File: src/rtl/shift_add_mult_ctrl.sv
// -----------------------------------------------------------------------------
// shift_add_mult_ctrl
//   Sequencing controller for an 8-bit shift-and-add multiplier datapath
//   (REG_A / REG_B / REG_ACC / adder / mux). Two operand beats arrive on the
//   datapath's shared data_in bus through a valid/ready handshake: the first
//   beat goes to reg A and the second to reg B. The controller then runs
//   DATA_WIDTH add/shift iterations and holds the product {ACC,A} behind a
//   result valid/ready handshake. It only drives control strobes and never
//   touches data.
//
// Ports
//   i_clk        in   clock, rising edge
//   i_rst_n      in   asynchronous active-low reset
//   op_valid     in   operand beat present on datapath data_in
//   op_ready     out  operand beat accepted this cycle (IDLE / WAIT_B)
//   res_valid    out  product stable in the datapath {ACC,A}
//   res_ready    in   consumer takes the product
//   busy         out  high in WAIT_B, ITER and DONE
//   A_out        in   LSB of reg A from the datapath
//   load_A       out  load reg A from data_in
//   load_B       out  load reg B from data_in
//   clr_ACC_reg  out  clear accumulator
//   load_ACC     out  update accumulator (shift, or add-then-shift)
//   sel_SUM      out  1 = accumulator takes SUM path, 0 = shift only
//   shift_A_reg  out  shift reg A right
//   iter_cnt     out  current iteration index
// -----------------------------------------------------------------------------
module shift_add_mult_ctrl #(
   parameter int DATA_WIDTH = 8,
   parameter int CNT_WIDTH  = 4
) (
   input  logic                 i_clk,
   input  logic                 i_rst_n,
   input  logic                 op_valid,
   output logic                 op_ready,
   output logic                 res_valid,
   input  logic                 res_ready,
   output logic                 busy,
   input  logic                 A_out,
   output logic                 load_A,
   output logic                 load_B,
   output logic                 clr_ACC_reg,
   output logic                 load_ACC,
   output logic                 sel_SUM,
   output logic                 shift_A_reg,
   output logic [CNT_WIDTH-1:0] iter_cnt
);

   typedef enum logic [1:0] {
      S_IDLE   = 2'd0,
      S_WAIT_B = 2'd1,
      S_ITER   = 2'd2,
      S_DONE   = 2'd3
   } state_t;

   localparam logic [CNT_WIDTH-1:0] LAST_ITER = CNT_WIDTH'(DATA_WIDTH - 1);

   state_t               r_state;
   state_t               w_state_next;
   logic [CNT_WIDTH-1:0] r_iter_cnt;
   logic [CNT_WIDTH-1:0] w_iter_cnt_next;

   always_ff @(posedge i_clk or negedge i_rst_n) begin
      if (!i_rst_n) begin
         r_state    <= S_IDLE;
         r_iter_cnt <= '0;
      end else begin
         r_state    <= w_state_next;
         r_iter_cnt <= w_iter_cnt_next;
      end
   end

   // Outputs are decoded from the state but additionally qualified by
   // i_rst_n, so every strobe (and op_ready) is low while reset is asserted
   // even though the state register already reads IDLE.
   always_comb begin
      w_state_next    = r_state;
      w_iter_cnt_next = r_iter_cnt;
      op_ready        = 1'b0;
      res_valid       = 1'b0;
      busy            = 1'b0;
      load_A          = 1'b0;
      load_B          = 1'b0;
      clr_ACC_reg     = 1'b0;
      load_ACC        = 1'b0;
      sel_SUM         = 1'b0;
      shift_A_reg     = 1'b0;

      if (i_rst_n) begin
         case (r_state)
            S_IDLE: begin
               op_ready = 1'b1;
               load_A   = op_valid;
               if (op_valid) begin
                  w_state_next = S_WAIT_B;
               end
            end
            S_WAIT_B: begin
               op_ready    = 1'b1;
               busy        = 1'b1;
               load_B      = op_valid;
               clr_ACC_reg = op_valid;
               if (op_valid) begin
                  w_state_next    = S_ITER;
                  w_iter_cnt_next = '0;
               end
            end
            S_ITER: begin
               busy        = 1'b1;
               load_ACC    = 1'b1;
               shift_A_reg = 1'b1;
               // Multiplier LSB selects add-then-shift vs. plain shift.
               sel_SUM     = A_out;
               if (r_iter_cnt == LAST_ITER) begin
                  w_state_next    = S_DONE;
                  w_iter_cnt_next = '0;
               end else begin
                  w_iter_cnt_next = r_iter_cnt + 1'b1;
               end
            end
            S_DONE: begin
               busy      = 1'b1;
               res_valid = 1'b1;
               if (res_ready) begin
                  w_state_next = S_IDLE;
               end
            end
            default: begin
               w_state_next    = S_IDLE;
               w_iter_cnt_next = '0;
            end
         endcase
      end
   end

   assign iter_cnt = r_iter_cnt;

endmodule

File: config.mk
export PLATFORM = sky130hd
export DESIGN_NAME = shift_add_mult_ctrl
export DESIGN_NICKNAME = d
export VERILOG_FILES = /design/src/rtl/shift_add_mult_ctrl.sv
export SDC_FILE = /design/constraint.sdc
export NUM_CORES = 1
export LEC_CHECK = 0
export ABC_AREA = 1
export CAP_MARGIN = 20
export CORE_MARGIN = 5
export CORE_UTILIZATION = 35
export CTS_CLUSTER_DIAMETER = 100
export DETAILED_ROUTE_END_ITERATION = 10
export PLACE_DENSITY = 0.76
export SYNTH_ARGS = -nofsm -noshare
export SYNTH_HDL_FRONTEND = slang
export SYNTH_SLANG_ARGS = --single-unit
File: constraint.sdc
create_clock -name i_clk -period 1.9 [get_ports i_clk]
set_clock_uncertainty 0.15 [all_clocks]
set_input_delay 0.57 -clock i_clk [delete_from_list [all_inputs] [get_ports i_clk]]
set_output_delay 0.57 -clock i_clk [all_outputs]
set_load 0.05 [all_outputs]
==> key figures, run 1 <==
Status
  – Status: finished with violations
  – Failing checks: setup timing

Critical path
  – Startpoint Class: flip-flop
  – R2r setup slk: 250 ps
  – WP data arrival: 1330 ps
  – Kind of critical path: flip-flop to primary output
  – Critical path's largest stage delay: 400 ps
  – CP max FO: 3
  – Endpoint class of the critical path: primary output
  – RR Startpoint: r_state[0]
  – CP bufs+invs: 3
  – Req. time, crit path: 1180 ps
  – CP cell instances: buf_6 > ha_4 > nand3_4 > clkinvlp_4 > buf_12
  – RR Endpoint: r_state[1]
  – Cell family with most CP delay: buffers and inverters
  – Reg2Reg Depth: 8
  – Critical Path Slowest Stage Cell: dfrtp_1

Global routing
  – Global-route wire length before repair: 2550 microns
  – Global-route usage over all layers: 16.3%
  – Remaining Overflow, GRT: 0
  – Vias in the first global route: 584
  – Initial antenna violation count: 0
  – Pin count of the biggest net entering global routing: 8

Floorplan
  – Die Area: 2270 sq um
  – Total I/O pin count: 18
  – FP Rows: 13
  – Core area: 1320 sq um
  – Die Height: 47.7 microns
  – Die X: 47.7 microns
  – Starting Density: 37.7%

Cells and area
  – Fin nets: 113
  – Util after Layout: 75.8%
  – Fraction of layout cells with a size suffix above 1: 52.0%
  – Finished Layout Cells: 115
  – Final instance area: 998 sq um
  – Area delta synth->final: 101%
  – Count of antenna diodes in the layout: 0

Clock network
  – Root buffer cell: clkbuf_4
  – Clk_lat worst skew: 230 ps
  – Cts hold-fix bufs: 0
  – Clock Sink Count: 6
  – CTS buffer count: 3
  – CTS clock-pin slew for the worst setup and hold paths: 40 ps
  – CTS Buffer Depth: 2
  – H-tree depth: 1
  – CTS tree: done

Routing
  – Drt first-iter violations: 12
  – Vias post-DR: 565
  – Routed WL: 1580 microns
  – # DRC: 0
  – Wire length per cell: 13.8 microns
  – Vias/cell: 4.91
  – 1st-pass router iterations: 4
  – Post-DRT Antenna Nets: 0

Synth
  – Sequential area share after synthesis: 30.2%
  – Cell Area, Synth: 497 sq um
  – Yosys reg bits: 6
  – Count of warnings emitted by yosys: 0
  – Yosys cell types: 16
  – Synth Instances: 70
  – Syn nets: 81
  – Mapped Avg Cell Area: 7.10 sq um

Timing
  – Worst setup margin: -146 ps
  – Final hold violation count: 0
  – Slew Limit Fails: 0
  – Worst Max-Slew Pin Slew: 287 ps
  – Worst hold slack: 238 ps
  – Fmax: 489 MHz
  – Normalized max-slew margin: 80.8%
  – Final setup viols: 9
  – Fin crit share: 108%
  – Post-layout min period: 2050 ps
  – RSZ-0062 raised after global routing: yes

Place
  – PortBufs: 17
  – Placer congestion estimate: 0.741
  – Detailed Place HPWL: 1080 microns
  – Placed insts: 105
  – Cell area after placement: 865 sq um

Power and ir drop
  – Clk pwr share: 7.7%
  – Sequential share of power: 15.3%
  – PwrDens: 1420 nW/um^2
  – Internal: 745 uW
  – Leakage: 0.000504 uW
  – Max IR drop VDD: 0.952 mV
  – Switching power total: 676 uW
  – Comb power frac: 77.1%
  – Sw Share: 47.6%

Min path
  – Hold WC Path Type: input pin to async pin

Job
  – Max cap viols: 0
[routing by layer]
| metal | vias to the layer above | global-route usage, % | share of wire [%] |
|---|---|---|---|
| met5 | - | 0 | 0 |
| met4 | 0 | 4.30 | 0.44 |
| met3 | 2 | 3.76 | 4.1 |
| met2 | 17 | 31.6 | 56 |
| met1 | 267 | 17.4 | 39 |
| li1 | 279 | - | - |
[power by group through the flow]
| stage | clock network, uW | registers (uW) | logic [uW] |
|---|---|---|---|
| floorplan | 0 | 256 | 456 |
| global placement | 0 | 216 | 829 |
| detailed placement | 0 | 218 | 854 |
| CTS | 115 | 214 | 1000 |
| global route | 123 | 220 | 1170 |
| finish | 109 | 217 | 1090 |
[synth_stat cells, drive strengths merged]
library cell | number | area share [%]
a21oi | 1 | 1.8
buf | 2 | 3.0
dfrtp | 6 | 30
ha | 6 | 15
inv | 12 | 9.1
nand2 | 22 | 19
nand3 | 9 | 9.1
nand3b | 1 | 1.5
nand4 | 1 | 1.3
nor2 | 7 | 5.3
o21bai | 1 | 1.5
or2 | 1 | 1.3
xor2 | 1 | 1.8
[stage by stage]
step                setup WS (ps)  total power [uW]  TNS [ps]
floorplan                    -119               712      -119
global placement             -398              1040     -3850
detailed placement           -467              1070     -4690
CTS                          -134              1330      -768
global route                 -206              1510     -1440
finish                       -146              1420      -978
[sequential cells by signal, indices dropped and copies added (netlist names)]
register	cells
r_state	2
iter_cnt	4
[repair_timing]
action / 4_1_cts / 5_1_grt
setup endpoints to repair: 9 / 9
gates resized for setup: 23 / 2
setup buffers: 4 / 3
pin swaps: 5 / 1
[worst max path at each step]
stage	startpoint	end	slack (ps)	cells past startpoint
2_1_floorplan	r_state[1]	load_B	-120	5
3_3_place_gp	i_rst_n	load_A	-400	4
3_5_place_dp	i_rst_n	load_A	-470	4
4_1_cts	r_state[0]	clr_ACC_reg	-130	5
5_1_grt	r_state[0]	load_B	-210	5
6_report	r_state[0]	load_B	-150	5
[layout by cell type, fill, tap and decap left out]
cell type	instances
nand3b_1	1
nand3_1	8
ha_4	2
or2_2	1
dfrtp_1	6
buf_12	13
clkinvlp_4	1
nand3_4	1
buf_2	1
o21bai_1	1
nor2_1	2
ha_1	2
nand2_2	1
xor2_1	1
inv_2	5
ha_2	2
a21oi_2	1
dlygate4sd2_1	2
nor2_2	2
inv_4	1
nand2_4	3
buf_6	1
nand2_1	18
buf_4	11
nand4_1	1
clkbuf_4	3
inv_1	5
clkdlybuf4s50_1	1
nor2_4	3
[area by class of cell]
class                   instances  area (sq um)
flip-flops and latches          6           150
clock buffers                   3          22.5
well taps                      15          18.8
repair buffers                 29           387
inverters                      12          51.3
fillers                        88           319
multi-input cells              50           369
[cells by family after synthesis]
family | Yosys count | share of synthesized area, %
compound gates | 2 | 3.28
xor+xnor | 1 | 1.76
fa+ha+maj | 6 | 15.1
buf+inv | 14 | 12.1
flops | 6 | 30.2
simple gates | 41 | 37.5
(Power assumes the default switching activity.)
==> run 2, diff against run 1 <==
- CORE_AREA: not set -> 5 5 42 44
- CORE_MARGIN: 5 -> not set
- CORE_UTILIZATION: 35 -> not set
- DIE_AREA: not set -> 0 0 47 49
- PLACE_DENSITY: 0.76 -> 0.8
==> key figures, run 2 (synthesis gave the netlist of run 1 again) <==
Power and ir drop
  – Max IR drop VDD: 0.847 mV
  – Comb power frac: 73.2%
  – Internal: 681 uW
  – Clk pwr share: 8.9%
  – Leakage: 0.000476 uW
  – Switching power total: 644 uW
  – PwrDens: 1390 nW/um^2
  – Sequential share of power: 17.9%
  – Sw Share: 48.6%

Place
  – Detailed Place HPWL: 1000 microns
  – PortBufs: 17
  – Placer congestion estimate: 0.839
  – Cell area after placement: 866 sq um
  – DP Worst Slack: -491 ps

Cells and area
  – Commonest cells after routing, fill and taps aside: nand2_1, buf_12, nand3_1
  – Count of antenna diodes in the layout: 0
  – Most common cell after layout, fill and taps aside: nand2_1
  – Fraction of layout cells with a size suffix above 1: 47.4%
  – Fillcell total: 105
  – Util after Layout: 67.9%
  – Fin nets: 108
  – Area delta synth->final: 91.7%
  – Max FFs per register: 4
  – Final instance area: 952 sq um

Critical path
  – Endpoint class of the critical path: primary output
  – CP cell instances: inv_2 > ha_4 > nand3_4 > clkinvlp_4 > buf_12
  – CP max FO: 4
  – Critical path's largest stage delay: 400 ps
  – Critical Path Slowest Stage Cell: dfrtp_1
  – Kind of critical path: flip-flop to primary output
  – WP data arrival: 1310 ps
  – Startpoint Class: flip-flop
  – Req. time, crit path: 1180 ps

Clock network
  – Clk_lat worst skew: 250 ps
  – Clock Sink Count: 6
  – CTS tree: done
  – CTS Buffer Depth: 2
  – CTS clock-pin slew for the worst setup and hold paths: 50 ps
  – CTS buffer count: 3
  – Root buffer cell: clkbuf_4
  – Cts hold-fix bufs: 0
  – H-tree depth: 1

Floorplan
  – Core area: 1400 sq um
  – FP Rows: 14
  – Total I/O pin count: 18
  – Die X: 47 microns
  – Die Area: 2300 sq um
  – Die Height: 49 microns
  – Starting Density: 35.4%

Global routing
  – Global-route wire length before repair: 2190 microns
  – Vias in the first global route: 536
  – Global-route usage over all layers: 12.8%
  – Initial antenna violation count: 0
  – Remaining Overflow, GRT: 0
  – Pin count of the biggest net entering global routing: 7

Routing
  – Routed WL: 1360 microns
  – Post-DRT Antenna Nets: 0
  – Vias post-DR: 545
  – Vias/cell: 4.91
  – 1st-pass router iterations: 4
  – Wire length per cell: 12.3 microns
  – Drt first-iter violations: 6
  – # DRC: 0

Min path
  – Hold WC Path Type: input pin to async pin

Timing
  – Slew Limit Fails: 0
  – Final hold violation count: 0
  – Post-layout min period: 2030 ps
  – Worst Max-Slew Pin Slew: 267 ps
  – Final setup viols: 9
  – Worst hold slack: 219 ps
  – Fin crit share: 107%
  – Fmax: 492 MHz
  – Worst setup margin: -132 ps
  – RSZ-0062 raised after global routing: yes
  – Normalized max-slew margin: 82.2%

Job
  – Max cap viols: 0

Status
  – Failing checks: setup timing
  – Status: finished with violations
-- run 2: cell types whose count changed in the layout (fill, tap and decap cells not counted), moves of 2 or more --
| cell | change |
|---|---|
| buf_4 | -4 |
| ha_2 | -2 |
| inv_2 | -2 |
| nor2_2 | +2 |
| nor2_4 | -2 |
-- run 2: worst paths after layout --
check                           startpoint          end  slack (ps)  cells past startpoint
max in group asynchronous          i_rst_n   r_state[0]        1250                      2
worst max-delay path            r_state[1]       load_B        -130                      5
worst min register to register  r_state[1]   r_state[1]         430                      2
worst max register to register  r_state[1]   r_state[0]         200                      7
worst min-delay path               i_rst_n  iter_cnt[3]         220                      2
min in group i_clk              r_state[1]   r_state[1]         430                      2
-- run 2: cell type report --
| class | count | area, sq um | share of cell area, % |
|---|---|---|---|
| Tap cell | 16 | 20.0 | 2.10 |
| Multi-Input combinational cell | 50 | 359 | 37.7 |
| Inverter | 12 | 53.8 | 5.65 |
| Timing Repair Buffer | 24 | 345 | 36.3 |
| Sequential cell | 6 | 151 | 15.9 |
| Clock buffer | 3 | 22.5 | 2.37 |
-- run 2: power groups by stage --
stage | clock, uW | combinational [uW] | sequential (uW)
floorplan | 0 | 456 | 256
global placement | 0 | 828 | 217
detailed placement | 0 | 848 | 221
CTS | 121 | 964 | 232
global route | 128 | 1030 | 243
finish | 118 | 970 | 237
-- run 2: metrics by stage --
stage | TNS [ps] | power (uW) | std cells
3_3_place_gp | -5020 | 1040 | 106
3_5_place_dp | -4930 | 1070 | 106
6_report | -896 | 1330 | 111
4_1_cts | -891 | 1320 | 111
2_1_floorplan | -119 | 712 | 70
5_1_grt | -1390 | 1400 | 111
-- run 2: critical path, delay by kind of cell, from the launching register on --
kind          cells  cell delay, ps
flops             1             400
buf+inv           3             380
simple gates      1              90
fa+ha+maj         1             190
-- run 2: routing by layer --
layer  wire (microns)  track usage, %
met3               84            4.80
met2              733            20.8
met4               10            3.69
met1              533            15.0
met5                0               0
-- run 2: timing repair --
item                                    4_1_cts  5_1_grt
pin swaps                                     5        2
gates cloned                                  0        0
endpoints found under the hold margin         0        0
endpoints found under the setup margin        9        9
buffers inserted                              2        0
resized for setup                            21        0
==> run 3, diff against run 2 <==
- CTS_BUF_LIST: not set -> sky130_fd_sc_hd__clkbuf_4 sky130_fd_sc_hd__clkbuf_8 sky130_fd_sc_hd__clkbuf_16
==> results of run 3 <==
No change in the layout: final DEF, timing and power equal those of run 2.
